## config.mk

```make
export PLATFORM = sky130hd
export DESIGN_NAME = clk_div_bank
export DESIGN_NICKNAME = d
export VERILOG_FILES = /design/src/rtl/clk_gen_pkg.sv /design/src/rtl/clk_div_ch.sv /design/src/rtl/clk_div_bank.sv
export SDC_FILE = /design/constraint.sdc
export NUM_CORES = 1
export LEC_CHECK = 0
export BUFFER_PORTS_ARGS = -buffer_cell sky130_fd_sc_hd__buf_2
export CORE_ASPECT_RATIO = 0.9
export CORE_MARGIN = 2
export CORE_UTILIZATION = 50
export DETAILED_ROUTE_END_ITERATION = 8
export GPL_TIMING_DRIVEN = 0
export PLACE_DENSITY_LB_ADDON = 0.15
export SLEW_MARGIN = 10
export SYNTH_ARGS = -nofsm -noshare
export SYNTH_HDL_FRONTEND = slang
export SYNTH_SLANG_ARGS = --single-unit
export TNS_END_PERCENT = 1
```

## constraint.sdc

```tcl
create_clock -name clk_i -period 1.8 [get_ports clk_i]
set_clock_uncertainty 0.05 [all_clocks]
set_input_delay 0.18 -clock clk_i [delete_from_list [all_inputs] [get_ports clk_i]]
set_output_delay 0.18 -clock clk_i [all_outputs]
set_load 0.01 [all_outputs]
```

## src/rtl/clk_gen_pkg.sv

```systemverilog
// Shared clock-generation types and helpers for the divider bank.
// half_div() turns a target output frequency into a half-period divisor.
package clk_gen_pkg;

  localparam int unsigned CLK_FREQ  = 100_000_000;
  localparam int unsigned DIV_W_DEF = 16;

  typedef logic [DIV_W_DEF-1:0] div_t;

  typedef enum logic [1:0] {
    CH_IDLE,
    CH_RUN,
    CH_DRAIN
  } ch_state_t;

  // Half-period divisor for a 50%-duty output at freq; CLK_FREQ must split evenly.
  function automatic div_t half_div(input int unsigned freq);
    assert (freq != 0 && (CLK_FREQ % (2 * freq)) == 0);
    return div_t'(CLK_FREQ / (2 * freq) - 1);
  endfunction

endpackage

```

## src/rtl/clk_div_ch.sv

```systemverilog
// One divider channel: counter, shadow/active divisor and IDLE/RUN/DRAIN control.
// Divisor updates take effect only on a half-period boundary or while idle.
module clk_div_ch
  import clk_gen_pkg::*;
#(
  parameter int unsigned      DIV_W   = DIV_W_DEF,
  parameter logic [DIV_W-1:0] DIV_RST = '0
) (
  input  logic             clk_i,
  input  logic             rst,
  input  logic [DIV_W-1:0] div_i,
  input  logic             div_we_i,
  input  logic             en_i,
  input  logic             sync_i,
  output logic             clk_o,
  output logic             rise_o,
  output logic             fall_o,
  output logic             pending_o
);

  localparam logic [DIV_W-1:0] CNT_ONE = {{(DIV_W-1){1'b0}}, 1'b1};

  ch_state_t        state_q, state_d;
  logic [DIV_W-1:0] cnt_q, cnt_d;
  logic [DIV_W-1:0] shadow_q, shadow_d;
  logic [DIV_W-1:0] active_q, active_d;
  logic             pending_q, pending_d;
  logic             clk_q, clk_d;
  logic             rise_q, rise_d;
  logic             fall_q, fall_d;
  logic [DIV_W-1:0] div_next;
  logic             tick;

  always_ff @(posedge clk_i) begin
    if (rst) begin
      state_q   <= CH_IDLE;
      cnt_q     <= '0;
      shadow_q  <= DIV_RST;
      active_q  <= DIV_RST;
      pending_q <= 1'b0;
      clk_q     <= 1'b0;
      rise_q    <= 1'b0;
      fall_q    <= 1'b0;
    end else begin
      state_q   <= state_d;
      cnt_q     <= cnt_d;
      shadow_q  <= shadow_d;
      active_q  <= active_d;
      pending_q <= pending_d;
      clk_q     <= clk_d;
      rise_q    <= rise_d;
      fall_q    <= fall_d;
    end
  end

  always_comb begin
    state_d   = state_q;
    cnt_d     = cnt_q;
    shadow_d  = shadow_q;
    active_d  = active_q;
    pending_d = pending_q;
    clk_d     = clk_q;
    rise_d    = 1'b0;
    fall_d    = 1'b0;
    // A write landing on a load edge is used directly, not one half-period late.
    div_next  = div_we_i ? div_i : shadow_q;
    tick      = (cnt_q == active_q);

    if (div_we_i) shadow_d = div_i;

    if (sync_i && en_i) begin
      state_d   = CH_RUN;
      cnt_d     = '0;
      clk_d     = 1'b0;
      fall_d    = clk_q;
      active_d  = div_next;
      pending_d = 1'b0;
    end else begin
      case (state_q)
        CH_IDLE: begin
          cnt_d     = '0;
          clk_d     = 1'b0;
          active_d  = div_next;
          pending_d = 1'b0;
          if (en_i) state_d = CH_RUN;
        end
        CH_RUN, CH_DRAIN: begin
          if (!en_i && !clk_q) begin
            // Low phase can be abandoned at once without a glitch.
            state_d   = CH_IDLE;
            cnt_d     = '0;
            active_d  = div_next;
            pending_d = 1'b0;
          end else if (tick) begin
            clk_d     = ~clk_q;
            rise_d    = ~clk_q;
            fall_d    = clk_q;
            cnt_d     = '0;
            active_d  = div_next;
            pending_d = 1'b0;
            state_d   = en_i ? CH_RUN : CH_IDLE;
          end else begin
            cnt_d   = cnt_q + CNT_ONE;
            state_d = en_i ? CH_RUN : CH_DRAIN;
            if (div_we_i) pending_d = 1'b1;
          end
        end
        default: state_d = CH_IDLE;
      endcase
    end
  end

  assign clk_o     = clk_q;
  assign rise_o    = rise_q;
  assign fall_o    = fall_q;
  assign pending_o = pending_q;

endmodule

```

## src/rtl/clk_div_bank.sv

```systemverilog
// N-channel programmable 50%-duty clock divider bank for peripheral bit clocks.
// Channels are independent except for the shared phase-sync pulse.
module clk_div_bank
  import clk_gen_pkg::*;
#(
  parameter int unsigned      N_CH    = 4,
  parameter int unsigned      DIV_W   = DIV_W_DEF,
  parameter logic [DIV_W-1:0] DIV_RST = '0
) (
  input  logic                  clk_i,
  input  logic                  rst,
  input  logic [N_CH*DIV_W-1:0] div_i,
  input  logic [N_CH-1:0]       div_we_i,
  input  logic [N_CH-1:0]       en_i,
  input  logic                  sync_i,
  output logic [N_CH-1:0]       clk_o,
  output logic [N_CH-1:0]       rise_o,
  output logic [N_CH-1:0]       fall_o,
  output logic [N_CH-1:0]       pending_o
);

  for (genvar k = 0; k < N_CH; k++) begin : g_ch
    clk_div_ch #(
      .DIV_W  (DIV_W),
      .DIV_RST(DIV_RST)
    ) u_ch (
      .clk_i    (clk_i),
      .rst      (rst),
      .div_i    (div_i[k*DIV_W +: DIV_W]),
      .div_we_i (div_we_i[k]),
      .en_i     (en_i[k]),
      .sync_i   (sync_i),
      .clk_o    (clk_o[k]),
      .rise_o   (rise_o[k]),
      .fall_o   (fall_o[k]),
      .pending_o(pending_o[k])
    );
  end

endmodule

```

Yosys cells after proc, flatten, opt, wreduce, memory -nomap -nowiden --
Cells that the tools add are included.
Storage, ports and cells: bits of input ports 75, word-level logic and storage cells 244, register bits 216, output and inout port bits 16
Operators by class: add/subtract/negate cells 4, bitwise gates (word level) 12, eq/ne operators 36, reduce and logical (&&, ||, !) cells 52, muxes and demuxes 104
Operators with widths (count):
- $mux 16 | 24
- $pmux 16 s2 | 8
- $add 16x1->16 const B | 4
- $eq 16x16->1 | 4
- $mux 1 | 44
- $mux 2 | 16
- $reduce_or 5->1 | 4
- $ne 2x2->1 const B | 8
- $ne 4x1->1 const B | 4
- $ne 4x2->1 const B | 4
- $pmux 1 s2 | 8
- $pmux 2 s2 | 4
- $reduce_and 2->1 | 8
- $reduce_or 2->1 | 8
- $ne 3x2->1 const B | 4
- $not 1->1 | 12
- $reduce_and 3->1 | 4
- $reduce_bool 3->1 | 4
- $eq 2x1->1 const B | 4
- $eq 2x2->1 const B | 4
- $logic_and 1x1->1 | 8
- $logic_not 1->1 | 8
- $logic_not 2->1 | 4
- $ne 2x1->1 const B | 4
- $reduce_bool 2->1 | 4

Depth between registers and ports, before layout --
depth after elaboration 5, depth in mapped cells 8, mapped depth without buffers 6

Cells and area by module --
Synthesis repeated with hierarchy kept, for this count alone.
Unflattened totals: cell total of the unflattened synthesis 906, area, all modules 9110.0 um^2
By module, submodules not included:
- clk_div_ch at g_ch[0].u_ch ... | cells an instance 225, seq. area each 1081.0 um^2, times used 2, area an instance 2278.4 um^2
- clk_div_ch at g_ch[2].u_ch | cells an instance 230, seq. area each 1081.0 um^2, times used 1, area an instance 2280.9 um^2
- clk_div_ch at g_ch[3].u_ch | cells an instance 226, seq. area each 1081.0 um^2, times used 1, area an instance 2272.2 um^2

Least setup slack after synthesis --
Ideal clock, no wire load.
path kind register to register, start register g_ch[1].u_ch.cnt_q[3], end register g_ch[1].u_ch.active_q[10], cell stages (with the launch flop) 8, slack -0.093 ns, data required time 1.629 ns, path buffers 2, arrival time 1.721 ns, library setup time 0.121 ns, path through dfxtp_1 -> buf_6 -> xnor2_2 -> nand4_1 -> nor4_4 -> o21ai_4 -> buf_6 -> mux2_4
On the way: longest elaborated chain between the ends 3
RTL lines:
- start: declaration | line clk_div_ch.sv:24 | logic [DIV_W-1:0] cnt_q, cnt_d;
- start signal: assignment | line clk_div_ch.sv:46 | cnt_q <= cnt_d;
- $eq 16x16->1 | line clk_div_ch.sv:67 | tick = (cnt_q == active_q);
- $ne 4x1->1 (no source line)
- $reduce_and 2->1 (no source line)
- end signal: assignment | line clk_div_ch.sv:48 | active_q <= active_d;
- end: declaration | line clk_div_ch.sv:26 | logic [DIV_W-1:0] active_q, active_d;
No other way between the ends. A chain may end at the register's enable or synchronous reset.

Worst setup path after layout --
start register g_ch[1].u_ch.state_q[1], end register g_ch[1].u_ch.active_q[1]
On the way: longest elaborated chain between the ends 4, elaborated cells on any way between the ends 9
RTL lines:
- start: declaration | line clk_div_ch.sv:23 | ch_state_t state_q, state_d;
- start signal: assignment | line clk_div_ch.sv:45 | state_q <= state_d;
- $eq 2x1->1 or $eq 2x2->1 (tied branches) | line clk_div_ch.sv:79 | case (state_q)
- $reduce_or 2->1 | line clk_div_ch.sv:79
- $ne 4x1->1 (no source line), or another cell as far along
- $reduce_and 2->1 (no source line) or $mux 16 (tied branches)
Several ways; a longest one is shown, not always the timed one.

==> flow_summary.toml <==
[status]
status = "finished, violations left"
violations = "negative setup slack"

[synthesis]
ys_ff_latch = 216
synth_area_leaders = "dfxtp_1 42%, xnor2_1 7.6%, mux2i_1 6.3%, nor2_1 4.4%, nand4_1 4.0%"
synth-edff-count = 0
synth_area_um2 = 10200
synthArstFlopShare_pct = 0
syn-mean-instance-area_um2 = 9.50
synth_top_area_share_pct = 42.5
yosys_warnings = 0
syn_inst = 1072
ys_types = 51
yosysSeqAreaShare_pct = 42.5
synth_area_leader_cell = "dfxtp_1"
syn_nets = 1159
synthFlopType = "dfxtp_1"

[setup_path]
startpoint_type = "flop"
worstPathArrival_ps = 2320
r2r_cells = 6
cp_slowest_cell = "ha_2"
critPathMaxFanout = 7
worstPathCellList = "inv_1, ha_2, o211ai_1, o21ai_4, buf_4, mux2_2"
worst_setup_path_end_kind = "flop"
worstPathRequired_ps = 2150
worst_path_largest_cell_delay_ps = 390
reg2reg_to = "g_ch[1].u_ch.active_q[1]"
critPathKind = "reg2reg"
rr_startpoint = "g_ch[1].u_ch.state_q[1]"
critPathLaunch = "g_ch[1].u_ch.state_q[1]"
endpoint = "g_ch[1].u_ch.active_q[1]"
reg2reg_slack_ps = -170

[floorplanning]
start_util_pct = 51.0
die_h_um = 139
fp-row-count = 49
fp.dieW_um = 154
core_area_um2 = 20000
die_area_um2 = 21500
io_pins = 91

[timing]
finalSetupViolations = 80
tightest_slew_ps = 644
max_freq_ghz = 0.507
hold_violations = 0
tns_ps = -7400
hold_ws_ps = 66.3
rsz0062_at_grt = "true"
worst_slack_ps = -174
fin_crit_ps = 1970
min_period_over_period_pct = 110
finalMaxSlewViolations = 0
slew_headroom_pct = 57.0

[power]
power.density_nw_per_um2 = 886
ir_drop_v = 0.000592
leakage_nw = 5.00

[global_route]
grt_pass1_vias = 8215
grt_max_degree = 13
antenna_found_initial = 0
grt_usage_pct = 23.4
grt_pass1_wl_um = 41900
grt_overflow = 0

[drt]
viasPerCell = 5.58
drt-total-wl_um = 25800
wl_per_cell_um = 16.7
ant_nets = 0
drtIter0Drc = 603
first_pass_iters = 5
drc = 0
vias = 8632

[finish]
area_delta_synth_final_pct = 27.7
drive_gt1_share_pct = 26.4
diodes = 0
fillers = 1644
nNetsFinal = 1364
final_area_um2 = 13000

[cts]
clkSinkCount = 216
worstSkewPairLatency_ps = 510
cts_buffer_depth = 3
path_clk_slew_ps = 60
ctsRootBufferMaster = "clkbuf_16"
cts_buffers = 24
cts_tree = "yes"
htreeDepth = 1

[min_path]
hp-class = "in2reg"

[job]
drv_cap = 0

[place]
io_buffers = 86
gp_congestion = 0.827
dpl.hpwl_um = 17000
place_area_um2 = 11000
dp_slack_ps = -716
[registers in the layout, summed over array words and instances (netlist names)]
| signal | cells |
|---|---|
| g_ch.u_ch.active_q | 64 |
| g_ch.u_ch.cnt_q | 64 |
| g_ch.u_ch.shadow_q | 64 |
| g_ch.u_ch.state_q | 8 |
| g_ch.u_ch.clk_o | 4 |
| g_ch.u_ch.fall_o | 4 |
| g_ch.u_ch.pending_o | 4 |
| g_ch.u_ch.rise_o | 4 |
[routing by layer]
metal	global-route usage, %	vias to the layer above	share of wire, %
li1	-	4250	-
met1	32.5	4135	48
met2	38.1	210	46
met3	3.52	37	3.8
met4	6.09	0	2.3
met5	0	-	0
[power breakdown]
part	total, mW	switching (mW)	internal, mW
registers	5.19	0.171	5.02
clock network	4.60	1.91	2.70
logic	1.72	0.882	0.841
[kinds of logic after synthesis]
kind of cell | Yosys count | synth area share (%)
and+or+nand+nor | 410 | 20.8
DFF | 216 | 42.5
xor gates and xnor gates | 124 | 10.7
AOI/OAI and AO/OA | 107 | 8.89
buffers and inverters | 107 | 5.06
muxes | 96 | 10.6
adders and majority gates | 12 | 1.47
[cell type report]
cell class                 instances  area [um2]  area share (%)
buffer                            88         534            4.11
clock buffer                      38         714            5.49
clock inverter                     3        15.0           0.115
inverter                          17        63.8           0.491
multi-input combinational        749        5580            42.9
sequential                       216        4420            33.9
tap                              255         319            2.45
timing repair buffer             181        1360            10.5
[Yosys cell counts (3+ instances only)]
master / n
or4_1: 3
nand3_1: 45
and3_1: 3
a21oi_1: 16
o21ai_0: 3
dfxtp_1: 216
o211ai_1: 4
buf_4: 17
mux2_2: 12
nand2_1: 37
or2_2: 7
inv_1: 17
mux2_4: 20
and2_1: 4
xnor2_1: 88
buf_2: 16
a32oi_1: 34
nor4_1: 6
clkbuf_1: 48
mux2i_1: 64
nor3_1: 58
ha_1: 12
o221ai_1: 32
nand4b_1: 3
nand4_1: 65
buf_6: 4
nor3b_1: 3
a2111oi_0: 3
buf_1: 5
nor2_1: 120
xor2_1: 35
and4_1: 4
nand2b_1: 5
nor2b_1: 37
[per-stage QoR]
step	cells	utilization, %	total power, mW
floorplan	1072	-	6.23
global placement	1413	54.9	6.60
detailed placement	1413	54.9	6.62
CTS	1546	64.3	11.5
global route	1547	65.1	11.9
finish	1547	65.1	11.5
[timing repair]
item                                    in CTS  in global routing
hold buffers                                69                  0
endpoints found under the setup margin     142                135
hold endpoints to repair                    76                  0
setup buffers                               23                  1
pin swaps                                   24                 16
gates cloned                                 2                  0
gates resized for setup                     95                 51
[how the worst min path moves through the flow]
stage	start	to	cells past startpoint
floorplan	en_i[1]	g_ch[1].u_ch.state_q[1]	1
global placement	en_i[1]	g_ch[1].u_ch.state_q[1]	2
detailed placement	en_i[1]	g_ch[1].u_ch.state_q[1]	2
CTS	en_i[3]	g_ch[3].u_ch.state_q[1]	4
global route	rst	g_ch[3].u_ch.cnt_q[1]	3
finish	en_i[3]	g_ch[3].u_ch.state_q[1]	4
[worst max-delay path, delay by kind of cell (launching register included)]
kind / cells / cell delay (ps)
compound gates: 2 / 470
fa+ha+maj: 1 / 390
flops: 1 / 350
mux: 1 / 330
buf+inv: 2 / 270
[layout by cell type, fill, tap and decap left out, types with 5 or more instances in the layout]
cell type	instances
nand4_1	65
clkbuf_2	6
clkbuf_8	5
dlygate4sd3_1	69
nand3_1	45
o221ai_1	32
dfxtp_2	58
buf_6	8
xor2_1	35
nand2b_1	5
or2_2	5
clkbuf_4	5
nor2b_1	37
a21oi_1	16
buf_1	5
xnor2_2	19
dfxtp_4	5
mux2i_1	64
nor3_1	55
buf_4	42
buf_2	94
nor4_1	5
nor2_1	116
mux2_4	20
dfxtp_1	153
mux2_2	12
ha_1	9
a32oi_1	34
xnor2_1	70
inv_1	17
nand2_1	37
clkbuf_1	43
clkbuf_16	25
Power figures use the tool's default switching activity.
